## config.mk

```make
export PLATFORM = sky130hd
export DESIGN_NAME = target_port
export DESIGN_NICKNAME = d
export VERILOG_FILES = /design/src/rtl/target_port.sv
export SDC_FILE = /design/constraint.sdc
export NUM_CORES = 1
export LEC_CHECK = 0
export CORE_UTILIZATION = 44
export CTS_CLUSTER_SIZE = 24
export DETAILED_ROUTE_END_ITERATION = 6
export PLACE_DENSITY = 0.67
export RECOVER_POWER = 25
export SLEW_MARGIN = 20
export SYNTH_ARGS = -nofsm -noshare
export SYNTH_HDL_FRONTEND = slang
export SYNTH_SLANG_ARGS = --single-unit
export TNS_END_PERCENT = 20
```

## constraint.sdc

```tcl
create_clock -name clk -period 6.1 [get_ports clk]
set_clock_uncertainty 0.15 [all_clocks]
set_input_delay 1.22 -clock clk [delete_from_list [all_inputs] [get_ports clk]]
set_output_delay 1.22 -clock clk [all_outputs]
set_load 0.01 [all_outputs]
```

## src/rtl/target_port.sv

```systemverilog
// Serial bus target endpoint: deserializes address/write data, decodes a base
// window, handshakes with a local target and returns read data LSB first.
module target_port #(
    parameter logic [15:0] BASE_ADDR = 16'h0000,
    parameter int          ADDR_W    = 12,
    parameter int          TIMEOUT   = 64
) (
    input  logic              clk,
    input  logic              rst_n,
    input  logic              bus_data_in,
    input  logic              bus_data_in_valid,
    input  logic              bus_mode,
    input  logic              bus_init_rw,
    output logic              bus_data_out,
    output logic              bus_data_out_valid,
    output logic              target_ack,
    output logic [ADDR_W-1:0] tgt_addr,
    output logic [7:0]        tgt_wdata,
    output logic              tgt_wr_en,
    output logic              tgt_rd_en,
    input  logic              tgt_ready,
    input  logic [7:0]        tgt_rdata,
    input  logic              tgt_rdata_valid
);
    localparam int TW = $clog2(TIMEOUT + 1);

    typedef enum logic [2:0] {IDLE, WDATA, WR, RD_REQ, RD_WAIT, RSEND} state_t;

    state_t        state;
    logic [14:0]   addr;   // bit 15 only matters for the decode on the last address bit
    logic [7:0]    wdata;
    logic [7:0]    rdata;
    logic [3:0]    cnt;
    logic [TW-1:0] tcnt;
    logic          win_hit;

    assign win_hit   = (({bus_data_in, addr} >> ADDR_W) == (BASE_ADDR >> ADDR_W));
    assign tgt_addr  = addr[ADDR_W-1:0];
    assign tgt_wdata = wdata;

    always_ff @(posedge clk) begin
        if (!rst_n) begin
            state              <= IDLE;
            addr               <= '0;
            wdata              <= '0;
            rdata              <= '0;
            cnt                <= '0;
            tcnt               <= '0;
            bus_data_out       <= 1'b0;
            bus_data_out_valid <= 1'b0;
            target_ack         <= 1'b0;
            tgt_wr_en          <= 1'b0;
            tgt_rd_en          <= 1'b0;
        end else begin
            target_ack <= 1'b0;
            case (state)
                IDLE: begin
                    if (bus_data_in_valid && !bus_mode) begin
                        if (cnt == 4'd15) begin
                            cnt <= '0;
                            if (win_hit) begin
                                if (bus_init_rw) begin
                                    state <= WDATA;
                                    tcnt  <= '0;
                                end else begin
                                    state     <= RD_REQ;
                                    tgt_rd_en <= 1'b1;
                                end
                            end
                        end else begin
                            addr[cnt] <= bus_data_in;
                            cnt       <= cnt + 4'd1;
                        end
                    end
                end
                WDATA: begin
                    if (bus_data_in_valid && bus_mode) begin
                        wdata[cnt[2:0]] <= bus_data_in;
                        tcnt            <= '0;
                        if (cnt == 4'd7) begin
                            cnt       <= '0;
                            state     <= WR;
                            tgt_wr_en <= 1'b1;
                        end else begin
                            cnt <= cnt + 4'd1;
                        end
                    end else if (bus_data_in_valid) begin
                        // an address bit means the initiator restarted; keep it as bit 0
                        addr[0] <= bus_data_in;
                        cnt     <= 4'd1;
                        state   <= IDLE;
                    end else if (tcnt == TW'(TIMEOUT - 1)) begin
                        tcnt  <= '0;
                        cnt   <= '0;
                        state <= IDLE;
                    end else begin
                        tcnt <= tcnt + 1'b1;
                    end
                end
                WR: begin
                    if (tgt_ready) begin
                        tgt_wr_en  <= 1'b0;
                        target_ack <= 1'b1;
                        state      <= IDLE;
                    end
                end
                RD_REQ: begin
                    if (tgt_ready) begin
                        tgt_rd_en <= 1'b0;
                        if (tgt_rdata_valid) begin
                            rdata              <= tgt_rdata;
                            bus_data_out       <= tgt_rdata[0];
                            bus_data_out_valid <= 1'b1;
                            cnt                <= 4'd1;
                            state              <= RSEND;
                        end else begin
                            state <= RD_WAIT;
                        end
                    end
                end
                RD_WAIT: begin
                    if (tgt_rdata_valid) begin
                        rdata              <= tgt_rdata;
                        bus_data_out       <= tgt_rdata[0];
                        bus_data_out_valid <= 1'b1;
                        cnt                <= 4'd1;
                        state              <= RSEND;
                    end
                end
                RSEND: begin
                    if (cnt == 4'd8) begin
                        bus_data_out       <= 1'b0;
                        bus_data_out_valid <= 1'b0;
                        target_ack         <= 1'b1;
                        cnt                <= '0;
                        state              <= IDLE;
                    end else begin
                        bus_data_out <= rdata[cnt[2:0]];
                        cnt          <= cnt + 4'd1;
                    end
                end
                default: state <= IDLE;
            endcase
        end
    end
endmodule

```

[After elaboration in Yosys (flattened, before gate mapping)]
Cells that the tools add are included.
Word-level totals
  bits in registers: 50
  input port bits: 16
  output and inout port bits: 25
Cells by class
  bitwise gates (word level): 1
  $lt $le $gt $ge: 4
  add/sub/neg operators: 2
  eq/ne operators: 26
  multiplexer cells: 68
  reduce and logical (&&, ||, !) cells: 24
Operator list (number)
  2-to-1 mux 7 bit: 7
  2-to-1 mux 4 bit: 9
  2-to-1 mux 3 bit: 11
  inequality test 2 bit, second input constant: 14
  2-to-1 mux 1 bit: 23
  case mux 4 bit (5 select lines): 1
  case mux 3 bit (6 select lines): 1
  logical NOT 16 bit: 1
  2-to-1 mux 8 bit: 2
  case mux 8 bit (2 select lines): 1
  bitwise mux 15 bit: 1
  case mux 7 bit (2 select lines): 1
  AND reduction 6 bit: 2
  AND reduction 9 bit: 1
  bitwise mux 8 bit: 1
  equality test 4 bit, second input constant: 2
  case mux 1 bit (2 select lines): 4
  AND reduction 4 bit: 2
  nonzero test 2 bit: 4
  adder 7 x 1 -> 7 bit, second input constant: 1
  equality test 7 x 6 -> 1 bit, second input constant: 1
  equality test 3 x 2 -> 1 bit, second input constant: 2
  equality test 3 bit, second input constant: 2
  inequality test 3 bit, second input constant: 2
  other kinds (22): 29

[Logic depth before layout (Yosys ltp)]
Gate-level depths: netlist of the first run.
  depth after elaboration: 8
  gate-level depth with buffers: 8
  mapped depth without buffers: 7

[Worst setup path after synthesis of the first run]
Ideal clock, no wire load.
  path kind: input to register
  start: in bus_data_in
  end: reg tcnt[3]
  stages: 6
  setup time: 0.070 ns
  data arrival time: 2.618 ns
  slack: 3.262 ns
  cell sequence: or4_4 -> nor2_4 -> a41oi_2 -> buf_6 -> or3_1 -> a21boi_1
Between the ends
  cells in the longest elaborated chain, start to end: 3
Ends and longest elaborated chain
  start, declared: RTL line 10  | input logic bus_data_in,
  logical NOT 16 bit: RTL line 37  | assign win_hit = (({bus_data_in, addr} >> ADDR_W) == (BASE_ADDR >> ADDR_W));
  inequality test 2 bit (no source line)
  AND reduction 6 bit (no source line)
  end signal, assigned: RTL line 97  | tcnt <= tcnt + 1'b1;
  end, declared: RTL line 34  | logic [TW-1:0] tcnt;
No other way between the ends.
A chain may end at the register's enable or synchronous reset.

[Worst setup path after layout of the first run]
  start: in bus_data_in
  end: reg tcnt[5]
Same word-level chain as after synthesis.

==> run summary, run 1 <==
detailed placer's ending HPWL -> 4.03 mm
CTS Sinks -> 50
Pleak -> 1.28 nW
post-DR wirelength/cell -> 14.0 um
RSZ-0062 raised after global routing -> false
YS warnings -> 0
Yosys reg bits -> 50
DRC -> 0
fmax -> 264 MHz
synth cell count leaders -> dfxtp_1 (50), nor2b_1 (32), mux2i_1 (28)
mapped cell area -> 0.00282 sq mm
post-CTS sizing -> 0
Critical Path End Type -> flip-flop
largest net degree at the start of global routing -> 53
worst slew pin tran -> 0.774 ns
Routed Wire Length -> 5.86 mm
total setup buffers inserted after CTS -> 0
initial antenna violation count -> 0
dpl cells -> 411
max cap viols -> 0
status -> finished, final reports clean
# IOs -> 41
final period utilization -> 62.0%
crit path cell chain -> clkdlybuf4s50_1 -> or4_4 -> nor2_4 -> a41oi_2 -> or4_1 -> a21boi_1
Die H -> 82.1 um
first-pass GRT wire length -> 9.80 mm
clk_lat worst skew -> 0.30 ns
Post-synth top flop -> dfxtp_1
CTS Hold Bufs -> 0
CTS buffer count -> 5
fin. max-slew vios -> 0
vias per cell -> 5.47
fin crit period -> 3.78 ns
Final Hold Fails -> 0
Final Non-Filler Cells -> 418
TritonCTS clock tree -> built
crit path kind -> in -> reg
slowest CP cell -> clkdlybuf4s50_1
RePlAce Congestion -> 0.830
Overflow after GRT -> 0
top-area cell type share of the netlist area -> 35.5%
slew margin rel. -> 48.3%
Final nets -> 364
CTS root buffer -> clkbuf_8
via count -> 2285
share of cells above drive strength 1 -> 3.79%
WP data required -> 6.19 ns
Final Util -> 53.0%
Synth async-reset ratio -> 0%
Clk pin slew, worst setup/hold paths -> 0.09 ns
Hold Crit Class -> reg -> reg
area leader, netlist -> dfxtp_1
Worst VDD drop -> 0.132 mV
CP peak stage delay -> 0.81 ns
register area share after synthesis -> 35.5%
vias in the first global route -> 2078
Core Area -> 0.00606 sq mm
CP Max Fanout -> 24
Post-Synthesis Cells -> 328
setup violators final -> 0
top-count cell post-synth -> dfxtp_1
Worst Path Arrival -> 3.87 ns
starting density of the core -> 46.6%
Pwr Density -> 174 mW/mm^2
internal reg-to-reg setup slack -> 3.37 ns
synthesized net count -> 349
Final TNS setup -> 0 ns
First-pass DRT Iterations -> 4
1st-iter DRT viols -> 203
top post-synthesis cells by area -> dfxtp_1 (35%), mux2i_1 (9.9%), nor2b_1 (7.1%), nand2_1 (3.6%), buf_4 (3.2%)
synth-to-layout area growth -> 13.8%
CTS H-tree lvls -> 2
Horiz. Die Dim -> 82.1 um
Antenna diodes -> 0
Worst setup SP type -> primary input
Detail Route Antenna Nets -> 0
gr usage total -> 19.2%
CTS max path bufs -> 2
FP Rows -> 28
Die ar. -> 0.00674 sq mm
Avg Inst Size Synth -> 8.61 sq um
Yosys cell types -> 55
port buffer count -> 40
Post-synth EDFFs -> 0
## flip-flops by register name (all words and copies together), names as in the netlist, 3 cells and up
| name | count |
|---|---|
| rdata | 8 |
| tcnt | 7 |
| state | 3 |
| tgt_wdata | 8 |
| cnt | 4 |
| addr | 15 |
## through the flow
step | setup slack (ns) | area, sq um | hold slack [ns] | power, mW
after global routing | 2.08 | 3210 | 0.331 | 0.582
final | 2.32 | 3210 | 0.309 | 0.558
after global placement | 2.01 | 3140 | 0.298 | 0.384
after detailed placement | 1.97 | 3140 | 0.305 | 0.384
after CTS | 2.30 | 3210 | 0.317 | 0.567
after floorplan | 3.26 | 2820 | 0.285 | 0.366
## layout make-up
| type | instances | area [sq um] |
|---|---|---|
| fill | 596 | 2850 |
| multi-input combinational | 239 | 1620 |
| sequential | 50 | 1000 |
| timing repair buffer | 40 | 395 |
| tap | 75 | 93.8 |
| clock buffer | 7 | 76.3 |
| inverter | 7 | 26.3 |
## layer usage
| layer | share of wire [%] | wire length [um] | global-route usage [%] | vias up |
|---|---|---|---|---|
| met2 | 46 | 2700 | 31.0 | 42 |
| met3 | 3.2 | 189 | 3.30 | 8 |
| li1 | - | - | - | 1180 |
| met5 | 0 | 0 | 0 | - |
| met1 | 49 | 2870 | 25.7 | 1055 |
| met4 | 1.7 | 97 | 7.02 | 0 |
## power breakdown
group / switching (mW) / internal [mW]
Sequential: 0.00373 / 0.328
Combinational: 0.0229 / 0.0216
Clock: 0.103 / 0.0792
## cell families (layout without fill, tap and decap cells)
| logic type | after synthesis | after routing | synth area share [%] |
|---|---|---|---|
| DFF | 50 | 50 | 35.5 |
| AOI/OAI and AO/OA | 63 | 63 | 15.0 |
| and+or+nand+nor | 141 | 141 | 28.7 |
| adders and majority gates | 5 | 5 | 2.22 |
| buffers and inverters | 39 | 54 | 7.14 |
| muxes | 30 | 30 | 11.5 |
## worst max-delay path: cells and delay by family
kind            cells  cell delay (ns)
compound gates      2             0.43
buf+inv             1             0.81
simple gates        3             1.41
## path summary, 6_finish.rpt
| check | start | end | depth (start not counted) |
|---|---|---|---|
| hold / removal | addr[7]$_SDFFE_PN0P_ | addr[7]$_SDFFE_PN0P_ | 2 |
| hold reg to reg | addr[7]$_SDFFE_PN0P_ | addr[7]$_SDFFE_PN0P_ | 2 |
| setup / recovery | bus_data_in | tcnt[5]$_SDFFE_PN0P_ | 6 |
| setup reg to reg | cnt[0]$_SDFFE_PN0P_ | tcnt[5]$_SDFFE_PN0P_ | 6 |
## cell usage in the layout (no fill, tap or decap), drive strengths merged, types with 6 or more instances in the layout
cell type / n
dfxtp: 50
nor2b: 32
mux2i: 28
nand2: 27
clkdlybuf4s50: 21
dlygate4sd3: 18
o21ai: 18
nor2: 17
a21boi: 13
nand3: 12
a21oi: 10
nand4: 8
clkbuf: 7
inv: 6
Power figures use the tool's default switching activity.
==> run 2: changes to the inputs <==
Clock period 6.1 ns to 3.6 ns, I/O delays scaled along.
==> run 2 against run 1 <==
Effect of this change:
- design area rose by 3.2%
- routed wire length rose by 1.4%
- largest power group unchanged
- clock-buffer cell count fell by 1
- utilization rose by 1.7 points
- non-clock buffer count rose by 4
- final cell count rose by 1.2%
==> run summary, run 2 (same netlist as run 1, synthesis figures left out) <==
post-DR wirelength/cell -> 14.0 um (+0.20%)
# IOs -> 41 (unchanged)
first-pass GRT wire length -> 9.80 mm (about the same)
commonest non-fill, non-tap cells in the layout -> dfxtp_1 (50), nor2b_1 (32), mux2i_1 (28), nand2_1 (27), clkdlybuf4s50_1 (22)
Die ar. -> 0.00674 sq mm (unchanged)
Hold Crit Class -> reg -> reg
detailed placer's ending HPWL -> 4.20 mm (+4.1%)
slew margin rel. -> 55.3% (+7.0 points)
fmax -> 356 MHz
Die H -> 82.1 um (unchanged)
worst slew pin tran -> 0.669 ns (-0.104 ns)
Placement Cell Area -> 0.00317 sq mm (+1.1%)
synth-to-layout area growth -> 17.4%
Largest Register -> addr
vias in the first global route -> 2021 (-2.7%)
clk_lat worst skew -> 0.30 ns (about the same)
CTS Hold Bufs -> 0 (unchanged)
RePlAce Congestion -> 0.857 (+3.2%)
CTS buffer count -> 5 (unchanged)
initial antenna violation count -> 0 (unchanged)
total setup buffers inserted after CTS -> 0 (unchanged)
Pleak -> 1.34 nW (+4.7%)
Critical Path End Type -> flip-flop
RSZ-0062 raised after global routing -> false
DRC -> 0 (unchanged)
setup violators final -> 0 (unchanged)
Worst VDD drop -> 0.229 mV (+74%)
final period utilization -> 78.1%
fin crit period -> 2.81 ns
Final Hold Fails -> 0 (unchanged)
via count -> 2310 (+1.1%)
TritonCTS clock tree -> built
most common cell after layout, fill and taps aside -> dfxtp_1
Final Util -> 54.7% (+1.7 points)
fin. max-slew vios -> 0 (unchanged)
CTS Sinks -> 50 (unchanged)
CTS max path bufs -> 2 (unchanged)
port buffer count -> 40 (unchanged)
Core Area -> 0.00606 sq mm (unchanged)
Pwr Density -> 341 mW/mm^2 (+96%)
1st-iter DRT viols -> 100 (-51%)
post-CTS sizing -> 0 (unchanged)
internal reg-to-reg setup slack -> 0.87 ns (-2.50 ns)
First-pass DRT Iterations -> 5 (+1)
Detail Route Antenna Nets -> 0 (unchanged)
CP Max Fanout -> 11 (-54%)
Horiz. Die Dim -> 82.1 um (unchanged)
largest net degree at the start of global routing -> 25 (-53%)
FP Rows -> 28 (unchanged)
share of cells above drive strength 1 -> 5.46% (+1.7 points)
crit path kind -> in -> reg
vias per cell -> 5.46 (-0.10%)
Final TNS setup -> 0 ns (unchanged)
WP data required -> 3.69 ns (-2.50 ns)
Worst setup SP type -> primary input
max reg flops -> 15 (unchanged)
Antenna diodes -> 0 (unchanged)
Clk pin slew, worst setup/hold paths -> 0.09 ns (about the same)
CTS root buffer -> clkbuf_8
gr usage total -> 18.9% (-0.34 points)
Worst Path Arrival -> 2.90 ns (-0.97 ns)
CTS H-tree lvls -> 2 (unchanged)
Routed Wire Length -> 5.94 mm (+1.4%)
max cap viols -> 0 (unchanged)
Final nets -> 368 (+1.1%)
post-route cell area -> 0.00331 sq mm (+3.2%)
starting density of the core -> 46.6% (unchanged)
Overflow after GRT -> 0 (unchanged)
status -> finished, final reports clean
## run 2: cell count changes in the layout (fill, tap and decap cells not counted)
cell,delta
bufinv_16,+2
clkdlybuf4s50_1,+1
clkbuf_1,-2
buf_4,+4
clkbuf_8,+1
buf_2,-1
## run 2: final timing paths
path / from / end / cells after the start
min: addr[8]$_SDFFE_PN0P_ / addr[8]$_SDFFE_PN0P_ / 2
min reg2reg: addr[8]$_SDFFE_PN0P_ / addr[8]$_SDFFE_PN0P_ / 2
max reg2reg: cnt[0]$_SDFFE_PN0P_ / tcnt[5]$_SDFFE_PN0P_ / 6
max: bus_data_in / tcnt[5]$_SDFFE_PN0P_ / 6
## run 2: per-stage QoR
step                setup WS (ns)  power (mW)  hold WS (ns)  std cells
finish                      0.790        1.13         0.312        423
detailed placement          0.487       0.655         0.306        415
global placement            0.545       0.654         0.297        415
floorplan                    1.26       0.620         0.285        328
CTS                         0.792        1.14         0.319        423
global route                0.624        1.17         0.347        423
## run 2: critical path: stages
cell and delay, ns:
clkdlybuf4s50_1 0.44, or4_4 0.58, nor2_4 0.13, a41oi_2 0.30, or4_1 0.57, a21boi_1 0.15
## run 2: layout make-up
| type | count | area (sq um) |
|---|---|---|
| multi-input cells | 239 | 1620 |
| inverters | 7 | 26.3 |
| clock inverters | 2 | 60.1 |
| well taps | 75 | 93.8 |
| clock buffers | 6 | 82.6 |
| flip-flops and latches | 50 | 1000 |
| repair buffers | 44 | 430 |
| fillers | 567 | 2750 |
## run 2: routing by layer
metal  track usage [%]  vias up  part of all wire, %  routed length [um]
li1                  -     1195                    -                   -
met1              25.9     1058                   50                2990
met2              29.8       48                   45                2670
met3              3.30        9                  3.1                 183
met4              6.49        0                  1.6                  97
met5                 0        -                    0                   0
## run 2: power by group
part           switching, mW  internal [mW]  total [mW]  leakage, nW
Combinational         0.0408         0.0395      0.0803        0.862
Clock                  0.194          0.296       0.490       0.0714
Sequential           0.00621          0.555       0.561        0.403
